File: src/rtl/bus_cycle_scheduler_if.sv
// -----------------------------------------------------------------------------
// bus_cycle_scheduler_if
// Purpose : groups the host-bus inputs, the strobe configuration and the
//           scheduler outputs of bus_cycle_scheduler into one bundle.
// Signals :
//   i_e           host phase-2 clock (asynchronous to the FPGA clock)
//   i_write_n     host R/W, 1 = read (asynchronous)
//   i_offsets     per-channel phase offset, channel i at [i*CNT_W +: CNT_W]
//   i_modes       per-channel qualifier, channel i at [2*i +: 2]
//   o_strobe      one-clock strobes, one bit per channel
//   o_cycle_start high in the clock where the phase count is 0 after an E fall
//   o_period      FPGA clocks between the last two E falls (saturating)
//   o_locked      E period stable
//   o_timeout     phase counter saturated (E lost)
// Modports: master drives the inputs (host side / bench), slave is the
//           scheduler.
// Flow control: there is no valid/ready handshake. The host pins are
// free-running and sampled every clock; the configuration is quasi-static
// and may change at any time (one strobe may be dropped or duplicated); the
// outputs are qualified only by themselves (o_strobe / o_cycle_start pulses,
// o_locked / o_timeout levels).
// -----------------------------------------------------------------------------
interface bus_cycle_scheduler_if #(
    parameter int CNT_W     = 5,
    parameter int N_STROBES = 4
);
    logic                         i_e;
    logic                         i_write_n;
    logic [N_STROBES*CNT_W-1:0]   i_offsets;
    logic [2*N_STROBES-1:0]       i_modes;
    logic [N_STROBES-1:0]         o_strobe;
    logic                         o_cycle_start;
    logic [CNT_W-1:0]             o_period;
    logic                         o_locked;
    logic                         o_timeout;

    modport master (
        output i_e, i_write_n, i_offsets, i_modes,
        input  o_strobe, o_cycle_start, o_period, o_locked, o_timeout
    );

    modport slave (
        input  i_e, i_write_n, i_offsets, i_modes,
        output o_strobe, o_cycle_start, o_period, o_locked, o_timeout
    );
endinterface

File: src/rtl/bus_cycle_scheduler.sv
// -----------------------------------------------------------------------------
// bus_cycle_scheduler
// Purpose : synchronises the host E clock and R/W into the FPGA clock domain,
//           counts FPGA clocks from each E falling edge and decodes
//           N_STROBES programmable strobes from that phase count. Also
//           measures the E period, reports lock and flags loss of E.
// Ports   :
//   i_clk    FPGA clock
//   i_reset  synchronous, active-high reset
//   bus      bus_cycle_scheduler_if.slave (host pins, config, outputs)
// -----------------------------------------------------------------------------
module bus_cycle_scheduler #(
    parameter int SYNC_STAGES = 2,
    parameter int CNT_W       = 5,
    parameter int N_STROBES   = 4
) (
    input  logic                  i_clk,
    input  logic                  i_reset,
    bus_cycle_scheduler_if.slave  bus
);

    localparam logic [CNT_W-1:0] MAX = '1;
    localparam logic [CNT_W-1:0] ONE = CNT_W'(1);

    logic [SYNC_STAGES-1:0] e_sync_q;
    logic [SYNC_STAGES-1:0] wn_sync_q;
    logic                   e_d_q;
    logic [CNT_W-1:0]       q_q;
    logic [CNT_W-1:0]       q_d;
    logic [CNT_W-1:0]       period_q;
    logic [CNT_W-1:0]       period_d;
    logic                   locked_q;
    logic                   locked_d;
    logic                   cycle_start_q;

    logic                   e_s;
    logic                   wn_s;
    logic                   fall;
    logic                   q_sat;
    logic [CNT_W-1:0]       p_new;
    logic [CNT_W-1:0]       p_diff;
    logic                   lock_ok;

    assign e_s   = e_sync_q[SYNC_STAGES-1];
    assign wn_s  = wn_sync_q[SYNC_STAGES-1];
    // A cleared chain holds e_d = e_s = 0, so no fall can appear after reset.
    assign fall  = e_d_q & ~e_s;
    assign q_sat = (q_q == MAX);

    // Period of the cycle that just ended; a saturated counter means the
    // length is unknown, reported as MAX.
    assign p_new  = q_sat ? MAX : q_q + ONE;
    assign p_diff = (p_new >= period_q) ? (p_new - period_q) : (period_q - p_new);
    // Old period 0 (nothing measured yet) or MAX (E was lost) never locks.
    assign lock_ok = (p_new != MAX) && (period_q != '0) && (period_q != MAX)
                     && (p_diff <= ONE);

    always_comb begin
        q_d      = q_q;
        period_d = period_q;
        locked_d = locked_q;
        if (fall) begin
            q_d      = '0;
            period_d = p_new;
            locked_d = lock_ok;
        end else begin
            if (!q_sat) begin
                q_d = q_q + ONE;
            end
            // Lock drops as soon as the counter arrives at saturation.
            if (q_d == MAX) begin
                locked_d = 1'b0;
            end
        end
    end

    always_ff @(posedge i_clk) begin
        if (i_reset) begin
            e_sync_q      <= '0;
            wn_sync_q     <= '0;
            e_d_q         <= 1'b0;
            q_q           <= MAX;
            period_q      <= '0;
            locked_q      <= 1'b0;
            cycle_start_q <= 1'b0;
        end else begin
            e_sync_q      <= {e_sync_q[SYNC_STAGES-2:0], bus.i_e};
            wn_sync_q     <= {wn_sync_q[SYNC_STAGES-2:0], bus.i_write_n};
            e_d_q         <= e_s;
            q_q           <= q_d;
            period_q      <= period_d;
            locked_q      <= locked_d;
            cycle_start_q <= fall;
        end
    end

    // Mode 00 always, 01 read only, 10 write only, 11 disabled.
    function automatic logic qual_fn(input logic [1:0] mode, input logic wn);
        logic r;
        case (mode)
            2'b00:   r = 1'b1;
            2'b01:   r = wn;
            2'b10:   r = ~wn;
            default: r = 1'b0;
        endcase
        return r;
    endfunction

    // Strobes decode registered state only; q == MAX suppresses them so an
    // offset of MAX never fires.
    always_comb begin
        bus.o_strobe = '0;
        for (int i = 0; i < N_STROBES; i++) begin
            bus.o_strobe[i] = (q_q == bus.i_offsets[i*CNT_W +: CNT_W]) && !q_sat
                              && qual_fn(bus.i_modes[2*i +: 2], wn_s);
        end
    end

    assign bus.o_cycle_start = cycle_start_q;
    assign bus.o_period      = period_q;
    assign bus.o_locked      = locked_q;
    assign bus.o_timeout     = q_sat;

endmodule

File: src/flat_wrapper.sv
// flat-port wrapper written by rule: the top's interface ports become plain ports
module bus_cycle_scheduler_flat 
#(
    parameter int SYNC_STAGES = 2,
    parameter int CNT_W       = 5,
    parameter int N_STROBES   = 4
)
  (i_clk, i_reset, bus_i_e, bus_i_write_n, bus_i_offsets, bus_i_modes, bus_o_strobe, bus_o_cycle_start, bus_o_period, bus_o_locked, bus_o_timeout);
  bus_cycle_scheduler_if #(.CNT_W(CNT_W), .N_STROBES(N_STROBES)) bus_i ();
  input  logic i_clk;
  input  logic i_reset;
  input wire logic [$bits(bus_i.i_e)-1:0] bus_i_e;
  input wire logic [$bits(bus_i.i_write_n)-1:0] bus_i_write_n;
  input wire logic [$bits(bus_i.i_offsets)-1:0] bus_i_offsets;
  input wire logic [$bits(bus_i.i_modes)-1:0] bus_i_modes;
  output wire logic [$bits(bus_i.o_strobe)-1:0] bus_o_strobe;
  output wire logic [$bits(bus_i.o_cycle_start)-1:0] bus_o_cycle_start;
  output wire logic [$bits(bus_i.o_period)-1:0] bus_o_period;
  output wire logic [$bits(bus_i.o_locked)-1:0] bus_o_locked;
  output wire logic [$bits(bus_i.o_timeout)-1:0] bus_o_timeout;
  assign bus_i.i_e = bus_i_e;
  assign bus_i.i_write_n = bus_i_write_n;
  assign bus_i.i_offsets = bus_i_offsets;
  assign bus_i.i_modes = bus_i_modes;
  assign bus_o_strobe = bus_i.o_strobe;
  assign bus_o_cycle_start = bus_i.o_cycle_start;
  assign bus_o_period = bus_i.o_period;
  assign bus_o_locked = bus_i.o_locked;
  assign bus_o_timeout = bus_i.o_timeout;
  bus_cycle_scheduler #(.SYNC_STAGES(SYNC_STAGES), .CNT_W(CNT_W), .N_STROBES(N_STROBES)) u_core (.i_clk(i_clk), .i_reset(i_reset), .bus(bus_i));
endmodule
File: config.mk
export PLATFORM = sky130hd
export DESIGN_NAME = bus_cycle_scheduler_flat
export DESIGN_NICKNAME = d
export VERILOG_FILES = /design/src/rtl/bus_cycle_scheduler_if.sv /design/src/rtl/bus_cycle_scheduler.sv /design/src/flat_wrapper.sv
export SDC_FILE = /design/constraint.sdc
export NUM_CORES = 1
export LEC_CHECK = 0
export BUFFER_PORTS_ARGS = -buffer_cell sky130_fd_sc_hd__buf_2
export CAP_MARGIN = 20
export CORE_ASPECT_RATIO = 1.75
export CORE_MARGIN = 2
export CORE_UTILIZATION = 54
export CTS_CLUSTER_DIAMETER = 30
export DETAILED_ROUTE_END_ITERATION = 12
export GPL_ROUTABILITY_DRIVEN = 0
export PLACE_DENSITY = 0.84
export SYNTH_ARGS = -nofsm -noshare
export SYNTH_HDL_FRONTEND = slang
export SYNTH_SLANG_ARGS = --single-unit
File: constraint.sdc
create_clock -name i_clk -period 5.45 [get_ports i_clk]
set_input_delay 0.2725 -clock i_clk [delete_from_list [all_inputs] [get_ports i_clk]]
set_output_delay 0.2725 -clock i_clk [all_outputs]
set_load 0.03 [all_outputs]
==> qor.yml, run 1 <==
max_slew_margin_pct: 40.27
clk-insertion-delay-late_ps: 260
grt_pass1_vias: 1323
seq_area_um2: 340.3
grt-ovfl-total: 0
antenna_left: 0
pin_count: 44
yosysSeqAreaShare_pct: 25.07
synth_cells: 158
clock_path_buffers: 2
whs_endpoint: "u_core.e_sync_q[0]"
worst_path_most_repeated_cell: "ha_1"
power_density_mw_per_mm2: 487.2
start_kind: "register"
num_vias: 1258
cts_tree: "done"
cts-root-buf: "clkbuf_8"
synth_top_area_cell: "dfxtp_1"
dieWidth_um: 41.90
grt_pass1_wl_mm: 5.685
post_drt_wl_per_cell_um: 15.36
grt_use_total_pct: 25.47
core_mm2: 0.002432
ys_types: 38
multiInputGateArea_um2: 922.1
timing.fmax_mhz: 323.8
cp_max_fo: 8
drt_iter0_drc: 5
antenna_cells: 0
crit_type: "register to register"
ys.flop_type: "dfxtp_1"
cts.htree.levels: 1
synth-edff-count: 0
final_cell_mix: "buf_2 (43), xor2_1 (17), dfxtp_1 (17), nor2_1 (16), ha_1 (11)"
r2r-end: "u_core.bus.o_locked"
worst_clock_skew_ps: 1.129
cp_slowest_cell: "dfxtp_1"
cts_sinks: 17
synth_nets: 203
path_cells: "ha_1 > and3_4 > nand2_2 > ha_1 > ha_1 > fa_1 > nand2b_1 > a21oi_1 > xor2_1 > a211oi_2 > mux2i_1 > o22ai_2"
area_delta_synth_final_pct: 17.88
final_max_slew_viol_count: 0
endpoint_kind: "register"
layout_min_cycle_time_ps: 3088
synth_area_per_cell_um2: 8.592
clkTransAtPathRegs_ps: 70
synthArstFlopShare_pct: 0
ff2ff_path_depth: 12
drt_first_pass_iters: 4
cpPeakStageDelay_ps: 540
netlist_area_mm2: 0.001358
yosys_warnings: 0
fill_cells: 200
netlist.area_leader.share_pct: 25.07
final_hold_viol_count: 0
hold_depth: 2
max-vdd-ir-drop_uv: 247.8
grt_max_degree: 18
port_buffers: 43
antenna_found_initial: 0
yosys_register_bits: 17
layout_commonest_cell: "buf_2"
rsz0062_at_grt: "false"
cts_resized: 0
worstPathArrival_ps: 3230
status: "completed"
postCtsSetupBuffers: 0
drc: 0
synth.area.top_cells: "dfxtp_1 (25%), xor2_1 (11%), ha_1 (10%)"
cp_data_required_time_ps: 5590
period_share_pct: 56.67
dp_hpwl_mm: 2.786
drt_wl_total_mm: 3.409
die_y_um: 70.33
timing.setup.tns_ps: 0
viasPerCell: 5.667
hold_buffers: 0
p_leak_nw: 0.7280
start_util_pct: 55.81
worstHoldPathType: "input pin to register"
cts_made_buffers: 3
drive_above_1_share_pct: 27.04
tightest_slew_ps: 894.1
dieArea_mm2: 0.002947
finalSetupViolations: 0
min_from: "bus_i_e"
rows: 24
final_nets: 242
drv_cap: 0
r2r_slack_ps: 2360
r2r_start: "u_core.q_q[1]"
p_total_w: 0.0007797
cell families after synthesis:
group	synth area share (%)
AOI/OAI and AO/OA	13.18
DFF	25.07
adders and majority gates	13.09
and+or+nand+nor	20.37
xor gates and xnor gates	16.77
muxes	4.516
buffers and inverters	7.005
sequential cells by signal (all words and copies together) (netlist names):
name                      cells
u_core.e_d_q                  1
u_core.q_q                    5
u_core.bus.o_locked           1
u_core.wn_sync_q              2
u_core.e_sync_q               2
u_core.bus.o_cycle_start      1
u_core.bus.o_period           5
critical path, delay by kind of cell, from the launching register on:
family          cells  cell delay, ps
fa+ha+maj           4            1270
compound gates      3             300
flops               1             540
mux                 1             180
simple gates        3             480
xor+xnor            1             200
cells in the mapped netlist, types with 2 or more instances:
cell / number
dfxtp_1: 17
xor2_1: 17
nor2_1: 16
ha_1: 11
inv_1: 10
xnor2_1: 9
nor2b_1: 7
a211oi_1: 5
a21oi_1: 5
mux2i_1: 5
nand2_1: 5
nor4_1: 5
buf_4: 4
nand4_1: 4
clkbuf_1: 3
nand2b_1: 3
o21ai_0: 3
o21bai_1: 3
a21o_1: 2
buf_2: 2
fa_1: 2
nand3_1: 2
nand3b_1: 2
nor3_1: 2
per-stage QoR:
stage | util (%) | hold slack (ps) | instances | setup WS [ps] | cell area, µm²
2_1_floorplan | - | 344.1 | 158 | 2780 | 1358
3_3_place_gp | 63.89 | 418.5 | 218 | 2555 | 1554
5_1_grt | 65.79 | 246.7 | 222 | 2096 | 1600
4_1_cts | 65.79 | 224.2 | 222 | 2378 | 1600
3_5_place_dp | 63.89 | 430.2 | 218 | 2404 | 1554
6_report | 65.79 | 218.6 | 222 | 2362 | 1600
metal layers:
layer / GRT usage (%) / wire, µm / up-vias
li1: - / - / 612
met2: 48.78 / 1924 / 51
met1: 21.77 / 1122 / 584
met4: 20.43 / 157 / 0
met5: 0 / 0 / -
met3: 3.618 / 204 / 11
worst max path at each step:
stage / from / end / depth (start not counted)
global route: u_core.q_q[0] / u_core.bus.o_locked / 13
finish: u_core.q_q[1] / u_core.bus.o_locked / 12
global placement: u_core.q_q[0] / u_core.bus.o_locked / 12
floorplan: u_core.q_q[0] / u_core.bus.o_locked / 13
CTS: u_core.q_q[0] / u_core.bus.o_locked / 13
detailed placement: u_core.q_q[1] / u_core.bus.o_locked / 12
final cells by class:
cell class | count | area share [%]
sequential | 17 | 21.27
clock buffer | 3 | 2.580
inverter | 11 | 2.737
multi-input combinational | 121 | 57.62
tap | 26 | 2.033
timing repair buffer | 43 | 13.45
clock inverter | 1 | 0.3127
report_power, final:
group	internal (W)	total [W]	leakage, nW	switching (W)
Sequential	0.000139	0.000177	0.139	0.0000380
Clock	0.0000510	0.0000980	0.0255	0.0000470
Combinational	0.000210	0.000504	0.563	0.000294
Power figures use the tool's default switching activity.
==> inputs of run 2 (changes only) <==
--- a/config.mk
+++ b/config.mk
@@ -9,11 +9,11 @@
 export CAP_MARGIN = 20
 export CORE_ASPECT_RATIO = 1.75
 export CORE_MARGIN = 2
-export CORE_UTILIZATION = 54
+export CORE_UTILIZATION = 50
 export CTS_CLUSTER_DIAMETER = 30
 export DETAILED_ROUTE_END_ITERATION = 12
 export GPL_ROUTABILITY_DRIVEN = 0
-export PLACE_DENSITY = 0.84
+export PLACE_DENSITY = 0.79
 export SYNTH_ARGS = -nofsm -noshare
 export SYNTH_HDL_FRONTEND = slang
 export SYNTH_SLANG_ARGS = --single-unit
==> constraint.sdc (replaced) <==
create_clock -name i_clk -period 3 [get_ports i_clk]
set_input_delay 0.15 -clock i_clk [delete_from_list [all_inputs] [get_ports i_clk]]
set_output_delay 0.15 -clock i_clk [all_outputs]
set_load 0.03 [all_outputs]
==> qor.yml, run 2 (synthesized netlist as in run 1, its figures left out) <==
crit_type: "register to register"
grt_use_total_pct: 22.53
p_seq_share_pct: 18.9
hold_buffers: 0
antenna_cells: 0
layout_min_cycle_time_ps: 2807
grt-ovfl-total: 0
timing.setup.tns_ps: 0
r2r_slack_ps: 190
start_kind: "register"
tightest_slew_ps: 891.1
cp_max_fo: 7
max_slew_margin_pct: 40.47
power_switching_share_pct: 46.89
antenna_found_initial: 0
power.switching_w: 0.0006740
area_delta_synth_final_pct: 20.74
drt_iter0_drc: 36
cts-root-buf: "clkbuf_8"
grt_max_degree: 18
core_mm2: 0.002628
final_cell_mix: "buf_2 (43), xor2_1 (17), dfxtp_1 (17), nor2_1 (15), inv_1 (10)"
worstPathArrival_ps: 2940
die_y_um: 72.93
rsz0062_at_grt: "false"
hold_depth: 2
drv_cap: 0
cts.htree.levels: 1
drc: 0
hold-worst-slack_ps: 107.9
pin_count: 44
ff2ff_path_depth: 13
rows: 25
cpPeakStageDelay_ps: 320
clkTransAtPathRegs_ps: 60
worstHoldPathType: "input pin to register"
max-vdd-ir-drop_uv: 574.2
dieArea_mm2: 0.003164
power_density_mw_per_mm2: 876.8
dieWidth_um: 43.39
cts_sinks: 17
dp_hpwl_mm: 2.734
cts_made_buffers: 3
antenna_left: 0
p_int_w: 0.0007632
viasPerCell: 5.564
period_share_pct: 93.58
path_cells: "ha_2 > and3_4 > nand2_2 > inv_4 > nor2_2 > inv_1 > ha_1 > nor2b_1 > o21a_1 > o21ai_0 > a31oi_1 > mux2i_1 > o22ai_2"
cp_slowest_cell: "ha_1"
finalSetupViolations: 0
min_from: "bus_i_e"
final_max_slew_viol_count: 0
r2r_start: "u_core.q_q[0]"
grt_pass1_wl_mm: 5.423
p_leak_nw: 0.7434
clk-insertion-delay-late_ps: 250
r2r-end: "u_core.bus.o_locked"
grt_pass1_vias: 1304
drt_first_pass_iters: 4
cts_tree: "done"
num_vias: 1263
pwr-share-clk_pct: 11.7
cp_data_required_time_ps: 3130
drive_above_1_share_pct: 30.00
final_hold_viol_count: 0
worst_clock_skew_ps: 1.295
final_nets: 246
p_total_w: 0.001437
clock_path_buffers: 2
layout_commonest_cell: "buf_2"
p_comb_share_pct: 69.4
start_util_pct: 51.67
timing.fmax_mhz: 356.2
post_drt_wl_per_cell_um: 14.63
port_buffers: 43
post-route-util_pct: 62.38
endpoint_kind: "register"
drt_wl_total_mm: 3.321
whs_endpoint: "u_core.e_sync_q[0]"
status: "completed"
run 2: worst max-delay path by stage:
stage | startpoint | to | slack, ps
5_1_grt | u_core.q_q[1] | u_core.bus.o_locked | 80
6_report | u_core.q_q[0] | u_core.bus.o_locked | 190
3_5_place_dp | u_core.q_q[0] | u_core.bus.o_locked | 80
4_1_cts | u_core.q_q[0] | u_core.bus.o_locked | 50
2_1_floorplan | u_core.q_q[0] | u_core.bus.o_locked | 330
3_3_place_gp | u_core.q_q[0] | u_core.bus.o_locked | 240
run 2: metrics by stage:
step	cell area [µm²]	worst slack (ps)	instances
2_1_floorplan	1358	329.7	158
3_3_place_gp	1585	237.4	223
3_5_place_dp	1585	76.81	223
4_1_cts	1632	54.84	227
5_1_grt	1639	78.37	227
6_report	1639	192.6	227
run 2: final cells by class:
type / count / area, µm²
tap: 27 / 33.78
fill: 216 / 988.4
sequential: 17 / 340.3
inverter: 11 / 43.79
clock inverter: 1 / 5.005
multi-input combinational: 121 / 929.6
timing repair buffer: 47 / 245.2
clock buffer: 3 / 41.29
run 2: critical path, delay by kind of cell (launching register included):
kind                     cells  cell delay, ps
multiplexers                 1             240
flip-flops                   1             310
buffers and inverters        2             190
AO/OA/AOI/OAI                4             720
adder cells (fa/ha/maj)      2             530
AND/OR/NAND/NOR              4             670
run 2: routing by layer:
metal / GRT usage [%] / wire length [µm] / vias up
li1: - / - / 618
met1: 21.47 / 1111 / 571
met2: 42.45 / 1837 / 62
met3: 2.723 / 231 / 12
met4: 15.49 / 140 / 0
met5: 0 / 0 / -
run 2: power by group through the flow:
stage	registers [W]	logic [W]	clock network (W)
after floorplan	0.000275	0.000761	0
after global placement	0.000275	0.000918	0
after detailed placement	0.000276	0.000961	0
after CTS	0.000271	0.000974	0.000171
after global routing	0.000276	0.00111	0.000181
final	0.000271	0.000997	0.000169
run 2: timing repair:
action | 4_1_cts | 5_1_grt
setup endpoints to repair | 0 | 1
gates resized for setup | 0 | 3
setup buffers | 0 | 0
